`src/rtl/serial_subtractor.sv`:
```
// Bit-serial WIDTH-bit subtractor: {bout,diff} = a - b - bin, one bit per clock, LSB first.
// Operands enter on start && ready; done pulses for one cycle when the result is valid.
module serial_subtractor #(
    parameter int unsigned WIDTH = 4
) (
    input  logic             clk,
    input  logic             rst,
    input  logic             start,
    input  logic [WIDTH-1:0] a,
    input  logic [WIDTH-1:0] b,
    input  logic             bin,
    output logic             ready,
    output logic             busy,
    output logic [WIDTH-1:0] diff,
    output logic             bout,
    output logic             done
);

    localparam int unsigned CntW = $clog2(WIDTH);
    localparam logic [CntW-1:0] CntLast = CntW'(WIDTH - 1);

    typedef enum logic [1:0] {
        StIdle,
        StRun,
        StDone
    } state_e;

    state_e            r_state;
    state_e            w_state_next;
    logic [WIDTH-1:0]  r_ash;
    logic [WIDTH-1:0]  r_bsh;
    logic [WIDTH-1:0]  r_diff;
    logic [CntW-1:0]   r_cnt;
    logic              r_brw;
    logic              r_bout;

    logic              w_accept;
    logic              w_last;
    logic              w_d;
    logic              w_brw_next;

    assign w_accept   = (r_state == StIdle) && start;
    assign w_last     = (r_state == StRun) && (r_cnt == CntLast);
    assign w_d        = r_ash[0] ^ r_bsh[0] ^ r_brw;
    assign w_brw_next = (~r_ash[0] & r_bsh[0]) | (~(r_ash[0] ^ r_bsh[0]) & r_brw);

    always_comb begin
        w_state_next = r_state;
        case (r_state)
            StIdle:  if (start) w_state_next = StRun;
            StRun:   if (r_cnt == CntLast) w_state_next = StDone;
            StDone:  w_state_next = StIdle;
            default: w_state_next = StIdle;
        endcase
    end

    always_ff @(posedge clk or posedge rst) begin
        if (rst) begin
            r_state <= StIdle;
        end else begin
            r_state <= w_state_next;
        end
    end

    always_ff @(posedge clk or posedge rst) begin
        if (rst) begin
            r_ash  <= '0;
            r_bsh  <= '0;
            r_diff <= '0;
            r_cnt  <= '0;
            r_brw  <= 1'b0;
            r_bout <= 1'b0;
        end else if (w_accept) begin
            r_ash  <= a;
            r_bsh  <= b;
            r_brw  <= bin;
            r_cnt  <= '0;
            r_diff <= '0;
            r_bout <= 1'b0;
        end else if (r_state == StRun) begin
            r_ash  <= r_ash >> 1;
            r_bsh  <= r_bsh >> 1;
            r_brw  <= w_brw_next;
            // Difference bits enter at the MSB so bit 0 lands in place after WIDTH shifts.
            r_diff <= {w_d, r_diff[WIDTH-1:1]};
            if (w_last) begin
                r_bout <= w_brw_next;
            end else begin
                r_cnt  <= r_cnt + CntW'(1);
            end
        end
    end

    assign ready = (r_state == StIdle);
    assign busy  = (r_state == StRun) || (r_state == StDone);
    assign done  = (r_state == StDone);
    assign diff  = r_diff;
    assign bout  = r_bout;

endmodule
```
`config.mk`:
```
export PLATFORM = sky130hd
export DESIGN_NAME = serial_subtractor
export DESIGN_NICKNAME = d
export VERILOG_FILES = /design/src/rtl/serial_subtractor.sv
export SDC_FILE = /design/constraint.sdc
export NUM_CORES = 1
export LEC_CHECK = 0
export CAP_MARGIN = 25
export CORE_UTILIZATION = 35
export CTS_CLUSTER_DIAMETER = 80
export DETAILED_ROUTE_END_ITERATION = 8
export PLACE_DENSITY = 0.72
export SYNTH_ARGS = -nofsm -noshare
export SYNTH_HDL_FRONTEND = slang
export SYNTH_SLANG_ARGS = --single-unit
```
`constraint.sdc`:
```
create_clock -name clk -period 1.6 [get_ports clk]
set_clock_uncertainty 0.05 [all_clocks]
set_input_delay 0.16 -clock clk [delete_from_list [all_inputs] [get_ports clk]]
set_output_delay 0.16 -clock clk [all_outputs]
set_load 0.01 [all_outputs]
```
# --- After elaboration in Yosys (flattened, before gate mapping) ---
# Cells that the tools add are included.
totals:
  latch_bits: 0
  input_bits: 12
  rom_bits: 0
  n_memories: 0
  regBits: 18
  word_cells: 47
  ramBits: 0
  out_inout_bits: 8
classes:
  muxes: 17
  n_shift: 0
  mul: 0
  order_cmp: 0
  div_mod_pow: 0
  eq_ne: 6
  n_bitwise: 7
  reduce_logical: 9
  n_addsub: 1
op_table:
  columns: ["operator", "n"]
  rows:
  - ["4-bit two-way mux", 6]
  - ["2-bit two-way mux", 5]
  - ["2-bit inequality test, second input constant", 3]
  - ["2-bit AND reduction", 3]
  - ["1-bit two-way mux", 5]
  - ["2-bit == test, second input constant", 2]
  - ["2-bit one-hot mux with 2 select lines", 1]
  - ["2-bit nonzero test", 2]
  - ["2-bit by 1-bit adder with 2-bit output, second input constant", 1]
  - ["1-bit bitwise AND", 2]
  - ["2-bit by 1-bit == test with 1-bit output, second input constant", 1]
  - ["1-bit logical AND", 2]
  - ["2-bit logical NOT", 1]
  - ["1-bit inverter", 2]
  - ["1-bit bitwise XOR", 2]
  - ["1-bit logical OR", 1]
  - ["1-bit OR", 1]

# --- Longest topological paths before layout ---
# Gate-level depths: netlist (run 1).
depth:
  ltp_word: 7
  ltp_mapped: 7
  ltp_nobuf: 5

# --- Worst setup path before layout (run 1) ---
# OpenSTA, ideal clock, no wires.
synth_path:
  path_type: "reg-to-reg"
  from: "reg r_state[1]"
  to: "reg r_state[0]"
  setup_slack_ps: 123
  n_path_buf: 1
  arrival_ps: 1302
  synth_period_minus_slack_ps: 1477
  path_stages_with_launch: 7
  setup_ps: 125
  path_cell_list: "dfrtp_1 inv_1 ha_1 buf_6 and2b_4 nor2_2 mux2_4"
synth_via:
  elab_chain_cells: 3
  word_cells_on_any_way: 6
synth_rtl:
  columns: ["item", "line_no", "text"]
  rows:
  - ["start: declaration", "28", "state_e r_state;"]
  - ["start signal: assignment", "59", "r_state <= StIdle;"]
  - ["start signal: assignment", "61", "r_state <= w_state_next;"]
  - ["2-bit by 1-bit == test with 1-bit output or 2-bit logical NOT (tied branches)", "49", "case (r_state)"]
  - ["2-bit inequality test (no line)", null, null]
  - ["2-bit AND reduction (no line)", null, null]
# Several ways; a longest one is shown, not always the timed one.
# A chain may end at the register's enable or synchronous reset.

# --- Final worst setup path (run 1) ---
layout_path:
  from: "reg r_state[0]"
  to: "out busy"
layout_via:
  elab_chain_cells: 2
  word_cells_on_any_way: 3
layout_rtl:
  columns: ["item", "line_no", "text"]
  rows:
  - ["2-bit by 1-bit == test with 1-bit output or 2-bit == test (tied branches)", "95", "assign busy = (r_state == StRun) || (r_state == StDone);"]
  - ["1-bit logical OR *", "95", null]
  - ["end: declaration", "13", "output logic busy,"]
# Mark *: on every way between the ends. The rest lies on a longest branch, timed or not.

==> results.md, run 1 <==
* Status: complete, no violations
* Global route overflow at 0
* Worst-margin pin slew at 0.236 ns
* Ant diodes at 0
* Hold-fix buffers, CTS at 0
* Synth unique cells at 22
* CP Class: flop to primary output
* Synth Register Bits at 18
* Clock power frac at 0.095
* Max_cap viols at 0
* Vias in the first global route at 577
* Net switching share of the total power at 0.379
* Clock sinks at 18
* Reg power frac at 0.349
* Synth Instances at 83
* Logic pwr share at 0.556
* Sequential-to-total area share from yosys stat at 0.497
* Setup total negative slack at 0 ns
* Overall power at 2270 uW
* Critical Path RT at 1.39 ns
* Hold WC Path Type: primary input to asynchronous set/reset pin
* Reg2Reg Launch Point: r_state[0]
* DRT Wirelength at around 1600 um
* Final worst slack at 0.103 ns
* Worst-Skew Late Latency at 0.28 ns
* R2R Setup Slk at 0.11 ns
* Die Y at roughly 53 um
* Ports at 20
* Largest net degree at the start of global routing at 19
* DR WL/cell at about 12 um
* Die width at around 53 um
* Syn_area_per_cell at 10.9 um^2
* Max VDD drop at 1.08 mV
* Min Tclk post-route at 1.50 ns
* FF/Latch Area at 450 um^2
* Post-DP HPWL at 1170 um
* # setup viols final at 0
* Rel. slew slack at 0.843
* 1st-iter DRT viols at 8
* TritonCTS buffer count at 3
* Synth top area share at 0.497
* Layout cell share with drive strength beyond 1 at 0.123
* Cell Area, Synth at about 910 um^2
* F_max at 668 MHz
* Reg2reg path depth at 5
* TritonRoute pass-1 iters at 4
* CTS tree: built
* Unrepaired setup endpoints after global routing: no
* Filler cells at 240
* Vias/cell at 4.58
* Initial antenna violation count at 0
* Critical Path Fanout Max at 3
* Gp weighted congestion at 0.704
* Synth area leaders: dfrtp_1, mux2i_1, ha_1, nand2_1, o21ai_1
* Final Net Count at between 100 and 150
* Post-Place Worst Slack at 0.135 ns
* GRT Overall Usage at 0.128
* H-tree depth at 1
* P_leak at 0.000559 uW
* Core area at around 0.0025 mm^2
* Global-route wire length before repair at 2560 um
* Max-slew violations at 0
* Final hold vios at 0
* Cell Int Power at 1410 uW
* WP data arrival at 1.29 ns
* Clk slew on worst S/H paths at 0.09 ns
* Area leader, netlist: dfrtp_1
* Psw at between 800 and 900 uW
* Synthesized Nets at 101
* R2R Path End: r_state[0]
* DRC viols at 0
* Row Count at 18
* Longest Clk Path Bufs at 2
* Die ar. at around 0.0028 mm^2
* Final period utilization at 0.935
* Via Count at 623
* Routed Antenna Nets at 0
* Startpoint types: flop
* Multi-input gate area at about 400 um^2
* Port buffer count at 19
* Initial Util at 0.369
* Clk root buf: clkbuf_4
* Yosys warns at 0
* PwrDens at 1960 mW/mm^2
* Worst setup EP type: primary output
* Area growth, synth to finish at 28.0%
## how the worst max path moves through the flow
| stage | startpoint | end | slack (ns) |
|---|---|---|---|
| after floorplan | r_state[1] | r_state[0] | 0.12 |
| after global placement | r_state[0] | busy | 0.18 |
| after detailed placement | r_state[0] | r_state[0] | 0.13 |
| after CTS | r_state[0] | busy | 0.09 |
| after global routing | r_state[0] | busy | 0.03 |
| final | r_state[0] | busy | 0.10 |
## logic make-up (layout without fill, tap and decap cells)
logic type | count (synthesis) | count (layout) | synth area share
AND/OR/NAND/NOR | 23 | 23 | 0.122
flip-flops | 18 | 18 | 0.497
AO/OA/AOI/OAI | 13 | 13 | 0.0801
multiplexers | 12 | 12 | 0.138
buffers and inverters | 10 | 33 | 0.0622
adder cells (fa/ha/maj) | 6 | 6 | 0.0912
XOR/XNOR | 1 | 1 | 0.00967
## per-stage QoR
stage / hold slack, ns / util / area, um^2 / cells
after floorplan: 0.0486 / - / 906 / 83
after global placement: 0.439 / 0.459 / 1130 / 131
after detailed placement: 0.444 / 0.459 / 1130 / 131
after CTS: 0.121 / 0.472 / 1160 / 136
after global routing: 0.138 / 0.472 / 1160 / 136
final: 0.130 / 0.472 / 1160 / 136
## cell usage in the layout (no fill, tap or decap), types with 2 or more instances in the layout
| master | count |
|---|---|
| ha_1 | 5 |
| o21ai_1 | 6 |
| clkdlybuf4s50_1 | 16 |
| o21ai_0 | 4 |
| clkbuf_4 | 3 |
| dlygate4sd2_1 | 3 |
| nand2b_1 | 2 |
| dfrtp_1 | 18 |
| mux2i_1 | 11 |
| buf_4 | 6 |
| inv_1 | 5 |
| nand2_1 | 10 |
| nor2_1 | 6 |
## repair_timing
| item | 4_1_cts | 5_1_grt |
|---|---|---|
| resized for setup | 3 | 0 |
| setup buffers | 2 | 0 |
| endpoints found under the setup margin | 3 | 0 |
| hold endpoints to repair | 0 | 0 |
## power groups by stage
stage / clock, uW / combinational (uW) / sequential [uW]
global route: 244 / 1390 / 823
global placement: 0 / 1210 / 801
finish: 215 / 1260 / 793
floorplan: 0 / 912 / 805
CTS: 231 / 1280 / 797
detailed placement: 0 / 1260 / 816
## flip-flops by register name, summed over array words and instances, names as in the netlist
| register | count |
|---|---|
| diff | 4 |
| bout | 1 |
| r_ash | 4 |
| r_cnt | 2 |
| r_bsh | 4 |
| r_state | 2 |
| r_brw | 1 |
## Yosys cell counts
cell type	n
buf_6	2
nor2b_1	1
mux2_4	1
and2_1	1
a311oi_1	1
dfrtp_1	18
nand2b_1	2
o22a_1	1
and2b_4	1
o21ai_1	6
nand2_1	10
fa_1	1
and2b_2	1
a21oi_1	1
buf_2	3
xnor2_1	1
nor2_1	6
mux2i_1	11
o21ai_0	4
inv_1	5
ha_1	5
nor2_2	1
## cell type report
type                    count  share of cell area
clock buffers               3              0.0194
inverters                   5              0.0162
multi-input cells          55               0.344
flip-flops and latches     18               0.388
well taps                  30              0.0324
repair buffers             25               0.200
## worst max-delay path: stages, from the launching register on
cell           delay (ns)
dfrtp_1              0.39
inv_1                0.10
ha_1                 0.24
dlygate4sd2_1        0.28
## layer usage
layer / global-route usage / wire length, um / up-vias / share of wire
li1: - / - / 321 / -
met1: 0.178 / 825 / 288 / 0.51
met2: 0.190 / 750 / 12 / 0.46
met3: 0.0287 / 52 / 2 / 0.032
met4: 0.0526 / 6 / 0 / 0.0037
met5: 0 / 0 / - / 0
No activity file was read; power rests on OpenSTA's default activity.
==> inputs of run 2 (changes only) <==
Settings changed: ABC_CLOCK_PERIOD_IN_PS from default to 1600, GPL_TIMING_DRIVEN from default to 0, SLEW_MARGIN from default to 20.
==> results.md, run 2 (same netlist as run 1, synthesis figures left out) <==
* Final Net Count at 126 (unchanged)
* DR WL/cell at 12.2 um (+1.2%)
* Worst setup path startpoint: r_state[0]
* Worst hold margin at 0.198 ns (+0.0684 ns)
* Cell Int Power at 1490 uW (+5.9%)
* Clk slew on worst S/H paths at 0.10 ns (about the same)
* Worst-Skew Late Latency at 0.30 ns (+0.02 ns)
* TritonCTS buffer count at 3 (unchanged)
* Port buffer count at 19 (unchanged)
* Hold-fix buffers, CTS at 0 (unchanged)
* Vias/cell at 4.66 (+1.8%)
* Post-DP HPWL at 1160 um (-0.58%)
* GRT Overall Usage at 0.142 (+0.0139)
* Worst-margin pin slew at 0.676 ns (+0.440 ns)
* Global-route wire length before repair at 2770 um (+8.1%)
* Layout cell share with drive strength beyond 1 at 0.140 (+0.0175)
* TritonRoute pass-1 iters at 4 (unchanged)
* Final period utilization at 0.965 (+0.0294)
* Longest Clk Path Bufs at 2 (unchanged)
* Reg2Reg Launch Point: r_state[0]
* Gp weighted congestion at 0.722 (+2.6%)
* H-tree depth at 1 (unchanged)
* CTS tree: built
* Net switching share of the total power at 0.376 (-0.00223)
* # setup viols final at 0 (unchanged)
* R2R Path End: r_state[0]
* Post-placement cell area at 0.00113 mm^2 (+0.67%)
* Metal1 wirelength at 747 um (-9.5%)
* Initial Util at 0.369 (unchanged)
* Reg2reg path depth at 5 (unchanged)
* Global route overflow at 0 (unchanged)
* Top Metal Used: met4
* 1st-iter DRT viols at 13 (+5)
* Max_cap viols at 0 (unchanged)
* Routed Antenna Nets at 0 (unchanged)
* Unrepaired setup endpoints after global routing: yes
* Most common cell after layout, fill and taps aside: dfrtp_1
* Core area at 0.00245 mm^2 (unchanged)
* Rel. slew slack at 0.549 (-0.294)
* Final hold vios at 0 (unchanged)
* Die Y at 52.9 um (unchanged)
* Area growth, synth to finish at 30.2%
* Max-slew violations at 0 (unchanged)
* End point of the critical path: r_state[0]
* Die ar. at 0.00280 mm^2 (unchanged)
* Die width at 52.9 um (unchanged)
* Critical Path Fanout Max at 9 (+6)
* Met2 WL at 802 um (+6.9%)
* P_leak at 0.000567 uW (+1.4%)
* DRC viols at 0 (unchanged)
* Most frequent cells in the layout: dfrtp_1, clkdlybuf4s50_1, mux2i_1, nand2_1
* Reg power frac at 0.330 (-0.019)
* Clock power frac at 0.118 (+0.023)
* Critical Path RT at 1.74 ns (+0.35 ns)
* Via Count at 639 (+2.6%)
* Startpoint types: flop
* Hold WC Path Type: primary input to asynchronous set/reset pin
* Post-layout util at 0.481 (+0.00816)
* Finished Cell Area at 0.00118 mm^2 (+1.7%)
* Ant diodes at 0 (unchanged)
* WP data arrival at 1.68 ns (+0.39 ns)
* Vias in the first global route at 637 (+10%)
* Psw at 901 uW (+4.9%)
* F_max at 648 MHz (-3.0%)
* Initial antenna violation count at 0 (unchanged)
* Row Count at 18 (unchanged)
* Clk root buf: clkbuf_4
* DRT Wirelength at 1670 um (+2.0%)
* PwrDens at 2030 mW/mm^2 (+3.7%)
* Worst setup EP type: flop
* Logic pwr share at 0.552 (-0.004)
* Min Tclk post-route at 1.54 ns (+0.0470 ns)
* Largest net degree at the start of global routing at 19 (unchanged)
* Clock sinks at 18 (unchanged)
* CP Class: flop to flop
* Wire length on met3 at 78 um (+50%)
* R2R Setup Slk at 0.06 ns (-0.05 ns)
* Max VDD drop at 0.938 mV (-13%)
* Status: complete, no violations
* Ports at 20 (unchanged)
==> run 2: changes by cell type in the layout (fill, tap and decap cells not counted) <==
| cell | previous run | this run |
|---|---|---|
| buf_2 | 0 | 2 |
| buf_4 | 6 | 2 |
| buf_6 | 0 | 1 |
| clkbuf_4 | 3 | 4 |
| clkbuf_8 | 0 | 1 |
| ha_1 | 5 | 4 |
| ha_2 | 0 | 1 |
| nor2_2 | 1 | 0 |
| nor2_4 | 0 | 1 |
==> run 2: cell type report <==
type	count	area, um^2
sequential	18	450
buffer	4	28.8
inverter	5	18.8
multi-input combinational	55	407
fill	241	1270
tap	30	37.5
clock buffer	4	36.3
timing repair buffer	21	201
==> run 2: power groups by stage <==
stage          sequential, uW  combinational [uW]  clock, uW
3_3_place_gp              800                1280          0
5_1_grt                   819                1480        307
3_5_place_dp              813                1310          0
6_report                  791                1320        282
2_1_floorplan             805                 912          0
4_1_cts                   796                1360        289
==> run 2: worst min-delay path by stage <==
stage / cells past startpoint / start / end / slack (ns)
floorplan: 1 / rst / bout / 0.05
global placement: 2 / r_cnt[1] / r_cnt[1] / 0.46
detailed placement: 2 / diff[0] / diff[0] / 0.47
CTS: 2 / rst / diff[2] / 0.22
global route: 2 / rst / diff[1] / 0.25
finish: 2 / rst / diff[2] / 0.20
==> run 2: timing repair <==
item / 4_1_cts / 5_1_grt
buffers inserted: 2 / 0
gates resized for setup: 5 / 1
cloned: 0 / 0
pin swaps: 0 / 1
endpoints found under the hold margin: 0 / 0
setup endpoints to repair: 3 / 2
==> run 2: metrics by stage <==
| stage | instances | TNS [ns] | power, uW | setup slack, ns |
|---|---|---|---|---|
| floorplan | 83 | 0 | 1720 | 0.123 |
| CTS | 138 | 0 | 2440 | 0.0195 |
| detailed placement | 132 | 0 | 2120 | 0.0425 |
| global placement | 132 | 0 | 2080 | 0.0671 |
| finish | 137 | 0 | 2390 | 0.0562 |
| global route | 137 | -0.0210 | 2610 | -0.0210 |
==> run 2: metal layers <==
metal / global-route usage / vias to the layer above
met5: 0 / -
met4: 0.0789 / 0
met3: 0.0172 / 5
met2: 0.241 / 17
met1: 0.171 / 297
li1: - / 320
==> run 2: worst max-delay path: stages, from the launching register on <==
cell and delay (ns):
dfrtp_1 0.39, buf_4 0.14, ha_2 0.26, and2b_4 0.22
nor2_4 0.08, mux2_4 0.30
